**config.mk**
```make
export PLATFORM = sky130hd
export DESIGN_NAME = uni_shift_rx_flat
export DESIGN_NICKNAME = d
export VERILOG_FILES = /design/src/rtl/uni_shift_rx_pkg.sv /design/src/rtl/uni_shift_rx_if.sv /design/src/rtl/uni_shift_rx_core.sv /design/src/rtl/uni_shift_rx.sv /design/src/flat_wrapper.sv
export SDC_FILE = /design/constraint.sdc
export NUM_CORES = 1
export LEC_CHECK = 0
export CAP_MARGIN = 25
export CELL_PAD_IN_SITES_DETAIL_PLACEMENT = 2
export CELL_PAD_IN_SITES_GLOBAL_PLACEMENT = 2
export CORE_AREA = 3 3 53 55
export DETAILED_ROUTE_END_ITERATION = 10
export DIE_AREA = 0 0 56 58
export PLACE_DENSITY_LB_ADDON = 0.1
export SLEW_MARGIN = 20
export SYNTH_ARGS = -nofsm -noshare
export SYNTH_HDL_FRONTEND = slang
export SYNTH_SLANG_ARGS = --single-unit
```
**constraint.sdc**
```tcl
create_clock -name clk -period 2.25 [get_ports clk]
set_input_delay 0.45 -clock clk [delete_from_list [all_inputs] [get_ports clk]]
set_output_delay 0.45 -clock clk [all_outputs]
set_load 0.02 [all_outputs]
```
**src/rtl/uni_shift_rx_pkg.sv**
```systemverilog
// uni_shift_pkg: shared types and constants for the uni_shift_rx receiver.
//   state_t        FSM states (PAR only when UNI_SHIFT_RX_PARITY_EN is defined)
//   DIR_*          bit-order encodings for the dir input
//   cnt_width()    bit-counter width for a given WIDTH (must hold 0..WIDTH)
package uni_shift_pkg;

`ifdef UNI_SHIFT_RX_PARITY_EN
   typedef enum logic [1:0] {IDLE, SHIFT, PAR} state_t;
`else
   typedef enum logic [1:0] {IDLE, SHIFT} state_t;
`endif

   localparam logic DIR_LSB_FIRST = 1'b0;
   localparam logic DIR_MSB_FIRST = 1'b1;

   function automatic int cnt_width(input int width);
      return $clog2(width + 1);
   endfunction

endpackage

```
**src/rtl/uni_shift_rx_if.sv**
```systemverilog
// uni_shift_rx_if: parallel word output port of uni_shift_rx.
//   out_data   received word
//   out_valid  out_data holds an unconsumed word
//   out_ready  consumer accepts the word on an edge with out_valid & out_ready
// master = receiver side, slave = consumer side.
interface uni_shift_rx_if #(
   parameter int WIDTH = 4
) ();
   logic [WIDTH-1:0] out_data;
   logic             out_valid;
   logic             out_ready;

   modport master (output out_data, output out_valid, input out_ready);
   modport slave  (input out_data, input out_valid, output out_ready);
endinterface

```
**src/rtl/uni_shift_rx_core.sv**
```systemverilog
// rx_shift_core: bidirectional shift register with bit counter.
//   clk, rst_n   clock, asynchronous active-low reset
//   i_clr        restart: word and count start from zero this cycle
//   i_shift_en   shift i_sin in and bump the count
//   i_dir        1 = shift left (bit enters at 0), 0 = shift right (bit enters at WIDTH-1)
//   i_sin        serial bit
//   o_word       word including the bit being shifted this cycle
//   o_count      registered count of bits shifted so far
module rx_shift_core
   import uni_shift_pkg::*;
#(
   parameter int WIDTH = 4,
   parameter int CW    = cnt_width(WIDTH)
) (
   input  logic             clk,
   input  logic             rst_n,
   input  logic             i_clr,
   input  logic             i_shift_en,
   input  logic             i_dir,
   input  logic             i_sin,
   output logic [WIDTH-1:0] o_word,
   output logic [CW-1:0]    o_count
);

   logic [WIDTH-1:0] r_word;
   logic [CW-1:0]    r_count;
   logic [WIDTH-1:0] w_base;
   logic [WIDTH-1:0] w_shifted;
   logic [CW-1:0]    w_cnt_base;

   always_comb begin
      w_base     = i_clr ? '0 : r_word;
      w_cnt_base = i_clr ? '0 : r_count;
      if (i_dir == DIR_MSB_FIRST) begin
         w_shifted = {w_base[WIDTH-2:0], i_sin};
      end else begin
         w_shifted = {i_sin, w_base[WIDTH-1:1]};
      end
   end

   // Exposing the post-shift value lets the top deliver a word on the
   // same edge that samples its last bit.
   assign o_word  = i_shift_en ? w_shifted : w_base;
   assign o_count = r_count;

   always_ff @(posedge clk or negedge rst_n) begin
      if (!rst_n) begin
         r_word  <= '0;
         r_count <= '0;
      end else if (i_shift_en) begin
         r_word  <= w_shifted;
         r_count <= w_cnt_base + 1'b1;
      end else if (i_clr) begin
         r_word  <= '0;
         r_count <= '0;
      end
   end

endmodule

```
**src/rtl/uni_shift_rx.sv**
```systemverilog
// uni_shift_rx: serial-to-parallel receiver, either bit order.
//   clk        rising-edge clock
//   reset      asynchronous active-low reset
//   start      frame-start pulse (restarts any frame in progress)
//   dir        bit order sampled with start (1 = MSB first, 0 = LSB first)
//   sin        serial bit, sampled when sin_valid = 1
//   sin_valid  serial bit strobe
//   out_if     word output port (uni_shift_rx_if master)
//   busy       frame in progress
//   overrun    sticky: completed word dropped because the output was full
//   err_clr    clears overrun/perr on the next edge (a new error wins)
//   perr       sticky parity error (only with UNI_SHIFT_RX_PARITY_EN)
// Build option: UNI_SHIFT_RX_PARITY_EN adds one trailing even-parity bit.
//
// state | meaning
// IDLE  | waiting for start
// SHIFT | collecting data bits
// PAR   | waiting for the parity bit (parity builds only)
module uni_shift_rx
   import uni_shift_pkg::*;
#(
   parameter int WIDTH = 4
) (
   input  logic                  clk,
   input  logic                  reset,
   input  logic                  start,
   input  logic                  dir,
   input  logic                  sin,
   input  logic                  sin_valid,
   uni_shift_rx_if.master        out_if,
   output logic                  busy,
   output logic                  overrun,
`ifdef UNI_SHIFT_RX_PARITY_EN
   output logic                  perr,
`endif
   input  logic                  err_clr
);

   localparam int            CW       = cnt_width(WIDTH);
   localparam logic [CW-1:0] LAST_CNT = CW'(WIDTH - 1);

   state_t           r_state;
   logic             r_dir;
   logic             r_busy;
   logic             r_overrun;
   logic             w_dir;
   logic             w_shift_en;
   logic             w_last_bit;
   logic             w_deliver;
   logic             w_full;
   logic             w_accept;
   logic [WIDTH-1:0] w_word;
   logic [CW-1:0]    w_count;

   assign w_dir      = start ? dir : r_dir;
   assign w_shift_en = sin_valid & (start | (r_state == SHIFT));
   // A start cycle can never complete a frame since WIDTH >= 2.
   assign w_last_bit = !start && (r_state == SHIFT) && sin_valid && (w_count == LAST_CNT);
   assign w_full     = out_if.out_valid & ~out_if.out_ready;
   assign w_accept   = out_if.out_valid & out_if.out_ready;

`ifdef UNI_SHIFT_RX_PARITY_EN
   logic r_perr;
   logic w_par_bit;
   logic w_par_fail;
   assign w_par_bit  = !start && (r_state == PAR) && sin_valid;
   assign w_par_fail = w_par_bit & ((^w_word) ^ sin);
   assign w_deliver  = w_par_bit & ~w_par_fail;
   assign perr       = r_perr;
`else
   assign w_deliver  = w_last_bit;
`endif

   rx_shift_core #(.WIDTH(WIDTH), .CW(CW)) u_core (
      .clk        (clk),
      .rst_n      (reset),
      .i_clr      (start),
      .i_shift_en (w_shift_en),
      .i_dir      (w_dir),
      .i_sin      (sin),
      .o_word     (w_word),
      .o_count    (w_count)
   );

   always_ff @(posedge clk or negedge reset) begin
      if (!reset) begin
         r_state          <= IDLE;
         r_dir            <= DIR_LSB_FIRST;
         r_busy           <= 1'b0;
         r_overrun        <= 1'b0;
         out_if.out_data  <= '0;
         out_if.out_valid <= 1'b0;
`ifdef UNI_SHIFT_RX_PARITY_EN
         r_perr           <= 1'b0;
`endif
      end else begin
         if (start) begin
            r_state <= SHIFT;
            r_dir   <= dir;
            r_busy  <= 1'b1;
         end else begin
            case (r_state)
               SHIFT: begin
                  if (w_last_bit) begin
`ifdef UNI_SHIFT_RX_PARITY_EN
                     r_state <= PAR;
`else
                     r_state <= IDLE;
                     r_busy  <= 1'b0;
`endif
                  end
               end
`ifdef UNI_SHIFT_RX_PARITY_EN
               PAR: begin
                  if (sin_valid) begin
                     r_state <= IDLE;
                     r_busy  <= 1'b0;
                  end
               end
`endif
               default: begin
                  r_state <= IDLE;
                  r_busy  <= 1'b0;
               end
            endcase
         end

         if (w_deliver && !w_full) begin
            out_if.out_data  <= w_word;
            out_if.out_valid <= 1'b1;
         end else if (w_accept) begin
            out_if.out_valid <= 1'b0;
         end

         if (w_deliver && w_full) begin
            r_overrun <= 1'b1;
         end else if (err_clr) begin
            r_overrun <= 1'b0;
         end

`ifdef UNI_SHIFT_RX_PARITY_EN
         if (w_par_fail) begin
            r_perr <= 1'b1;
         end else if (err_clr) begin
            r_perr <= 1'b0;
         end
`endif
      end
   end

   assign busy    = r_busy;
   assign overrun = r_overrun;

endmodule

```
**src/flat_wrapper.sv**
```systemverilog
// flat-port wrapper written by rule: the top's interface ports become plain ports
module uni_shift_rx_flat import uni_shift_pkg::*;
#(
   parameter int WIDTH = 4
)
  (clk, reset, start, dir, sin, sin_valid, busy, overrun, err_clr, out_if_out_data, out_if_out_valid, out_if_out_ready);
  uni_shift_rx_if #(.WIDTH(WIDTH)) out_if_i ();
  input  logic clk;
  input  logic reset;
  input  logic start;
  input  logic dir;
  input  logic sin;
  input  logic sin_valid;
  output logic busy;
  output logic overrun;
  input  logic err_clr;
  output wire logic [$bits(out_if_i.out_data)-1:0] out_if_out_data;
  output wire logic [$bits(out_if_i.out_valid)-1:0] out_if_out_valid;
  input wire logic [$bits(out_if_i.out_ready)-1:0] out_if_out_ready;
  assign out_if_out_data = out_if_i.out_data;
  assign out_if_out_valid = out_if_i.out_valid;
  assign out_if_i.out_ready = out_if_out_ready;
  uni_shift_rx #(.WIDTH(WIDTH)) u_core (.clk(clk), .reset(reset), .start(start), .dir(dir), .sin(sin), .sin_valid(sin_valid), .out_if(out_if_i), .busy(busy), .overrun(overrun), .err_clr(err_clr));
endmodule
```
==> flow_summary.toml <==
[global_route]
antenna_found_initial = 0
grt_max_degree = 16
first_global_vias = 628
grt_remaining_overflow = 0
grt_pass1_wl_um = 2940
grt_use_total = 0.120

[final_layout]
n_fill_cell = 275
fin_area_um2 = 966
drive_gt1_frac = 0.146
fin_nets = 99
area_growth_syn_to_layout_pct = 25.1
antenna_cells = 0

[synthesis]
seq_area_frac_synth = 0.486
avgSynthCellArea_um2 = 10.7
synth_cell_types = 29
synth_area_leaders = "dfrtp_1 49%, o31ai_1 3.9%, a21oi_1 3.2%"
synth.top_cell.area_share = 0.486
synth_largest_area_cell = "dfrtp_1"
synth_nets = 81
syn_area_um2 = 772
ys.warnings.count = 0
syn-instance-count = 72
ys_ff_latch = 15

[placement]
gp_congestion = 0.792
io_buffer_count = 14
place_worst_setup_slack_ns = 0.177
hpwlAfterDp_um = 1470
placed_area_um2 = 938

[setup_path]
worstSetupPathType = "flip-flop to output port"
r2r_end = "u_core.out_if.out_data[1]$_DFFE_PN0P_"
critPathLaunchType = "flip-flop"
arrival_ns = 1.52
critPathCaptureType = "output port"
cpPeakStageDelay_ns = 0.67
r2r-start = "u_core.busy$_DFFE_PN0P_"
reg2regPathDepth = 3
critPathSlowestCell = "clkdlybuf4s50_1"
crit_required_ns = 1.80
critical_path.top_delay_family = "buffers and inverters"
r2r_slack_ns = 0.74
path_buf_inv = 1
path_cells = "clkdlybuf4s50_1"
worstPathMaxFanout = 10

[clocking]
cts-root-buf = "clkbuf_4"
cts.sinks = 15
cts.repair.resized = 0
numCtsBuffers = 3
cts-hold-fix-buffers = 0
postCtsSetupBuffers = 0
clk_latency_ns = 0.29
clk_pin_slew_ns = 0.09
htreeDepth = 1
cts.path.max_buffers = 2
cts_tree = "built"

[timing]
finalMaxSlewViolations = 0
period_minus_slack_ns = 1.97
fin_skew_ns = 0.00874
grt_setup_unrepaired = "no"
min_period_over_period = 0.875
hold_viol = 0
setup_tns_ns = 0
max_slew_margin = 0.572
worst_slack_ns = 0.281
hold_slack_ns = 0.518
finalSetupViolations = 0
tightest_slew_ns = 0.640
max_freq_mhz = 508

[drt]
drtPass1Iterations = 3
wire_per_inst_um = 15.0
vias = 609
drt_wl_total_um = 1790
drt_iter0_markers = 3
drc_errors = 0
ant_nets = 0
routed_via_density = 5.12

[floorplanning]
row_count = 18
initial_utilization = 0.317
die_y_um = 58
die-area_mm2 = 0.00325
die_w_um = 56
core_mm2 = 0.00243
io_pins = 15

[hold_path]
min_path_cells = 1
whs_endpoint = "u_core.out_if.out_data[1]$_DFFE_PN0P_"
worstHoldStart = "u_core.out_if.out_data[1]$_DFFE_PN0P_"
hp-class = "flip-flop to flip-flop"

[pwr]
finalPower_mw = 0.685
max-vdd-ir-drop_mv = 0.400
cellPowerDensity_mw_per_mm2 = 709
p_leak_nw = 0.425

[run]
cap_violations = 0

[outcome]
status = "finished clean"
## cell usage after synthesis (all sizes together)
master / number
nand2: 6
o21a: 1
mux2i: 2
buf: 3
mux2: 2
a22o: 1
ha: 1
nor2b: 2
inv: 5
o31ai: 4
or3: 1
and2b: 1
nand4b: 1
and2: 2
nand4: 1
or2: 1
dfrtp: 15
o22ai: 1
a21oi: 5
a22oi: 1
nand2b: 3
a21boi: 1
nor3: 4
o21ai: 3
nor4: 1
a211oi: 2
o32ai: 2
## final cells by class
class	instances	area [um2]	share of cell area
flip-flops and latches	15	375	0.389
multi-input cells	49	352	0.364
repair buffers	16	155	0.161
well taps	30	37.5	0.0389
clock buffers	3	22.5	0.0233
inverters	5	18.8	0.0194
clock inverters	1	5.00	0.00518
## report_power, final
part / total (mW) / switching [mW] / internal, mW
clock: 0.154 / 0.0874 / 0.0662
sequential: 0.338 / 0.0291 / 0.309
combinational: 0.193 / 0.0957 / 0.0977
## worst max path at each step
stage / from / endpoint / slack (ns) / cells past startpoint
floorplan: u_core.busy$_DFFE_PN0P_ / u_core.out_if.out_data[1]$_DFFE_PN0P_ / 0.78 / 4
global placement: sin_valid / u_core.out_if.out_data[1]$_DFFE_PN0P_ / 0.23 / 4
detailed placement: sin_valid / u_core.out_if.out_data[2]$_DFFE_PN0P_ / 0.18 / 4
CTS: u_core.busy$_DFFE_PN0P_ / busy / 0.28 / 1
global route: u_core.busy$_DFFE_PN0P_ / busy / 0.21 / 1
finish: u_core.busy$_DFFE_PN0P_ / busy / 0.28 / 1
## metrics by stage
step	std cells	utilization
6_report	119	0.397
5_1_grt	119	0.397
4_1_cts	119	0.397
3_5_place_dp	115	0.386
3_3_place_gp	115	0.386
2_1_floorplan	72	-
## routing by layer
| metal | GRT usage | vias to the layer above | share of wire |
|---|---|---|---|
| met5 | 0 | - | 0 |
| met2 | 0.189 | 10 | 0.47 |
| li1 | - | 296 | - |
| met4 | 0.0407 | 0 | 0.013 |
| met1 | 0.150 | 298 | 0.48 |
| met3 | 0.0490 | 5 | 0.040 |
## state kept, by name, summed over array words and instances (netlist names)
register / cells
u_core.r_dir: 1
u_core.out_if.out_data: 4
u_core.u_core.r_word: 4
u_core.out_if.out_valid: 1
u_core.overrun: 1
u_core.u_core.o_count: 3
u_core.busy: 1
## kinds of logic (layout without fill, tap and decap cells)
group | after synthesis | after routing | share of synthesized area
compound gates | 21 | 21 | 0.182
fa+ha+maj | 1 | 1 | 0.0162
buf+inv | 8 | 25 | 0.0583
flops | 15 | 15 | 0.486
mux | 4 | 4 | 0.0551
simple gates | 23 | 23 | 0.203
## layout by cell type (no fill, tap or decap), types with 2 or more instances in the layout
cell type	instances
o32ai_1	2
nor2b_1	2
nor3_1	4
clkbuf_4	3
and2_1	2
nand2b_1	2
nand2_1	6
o21ai_0	3
a211oi_1	2
mux2i_1	2
buf_4	2
dfrtp_1	15
mux2_2	2
a21oi_1	5
o31ai_1	4
inv_1	5
clkdlybuf4s50_1	14
No activity file was read; power rests on OpenSTA's default activity.
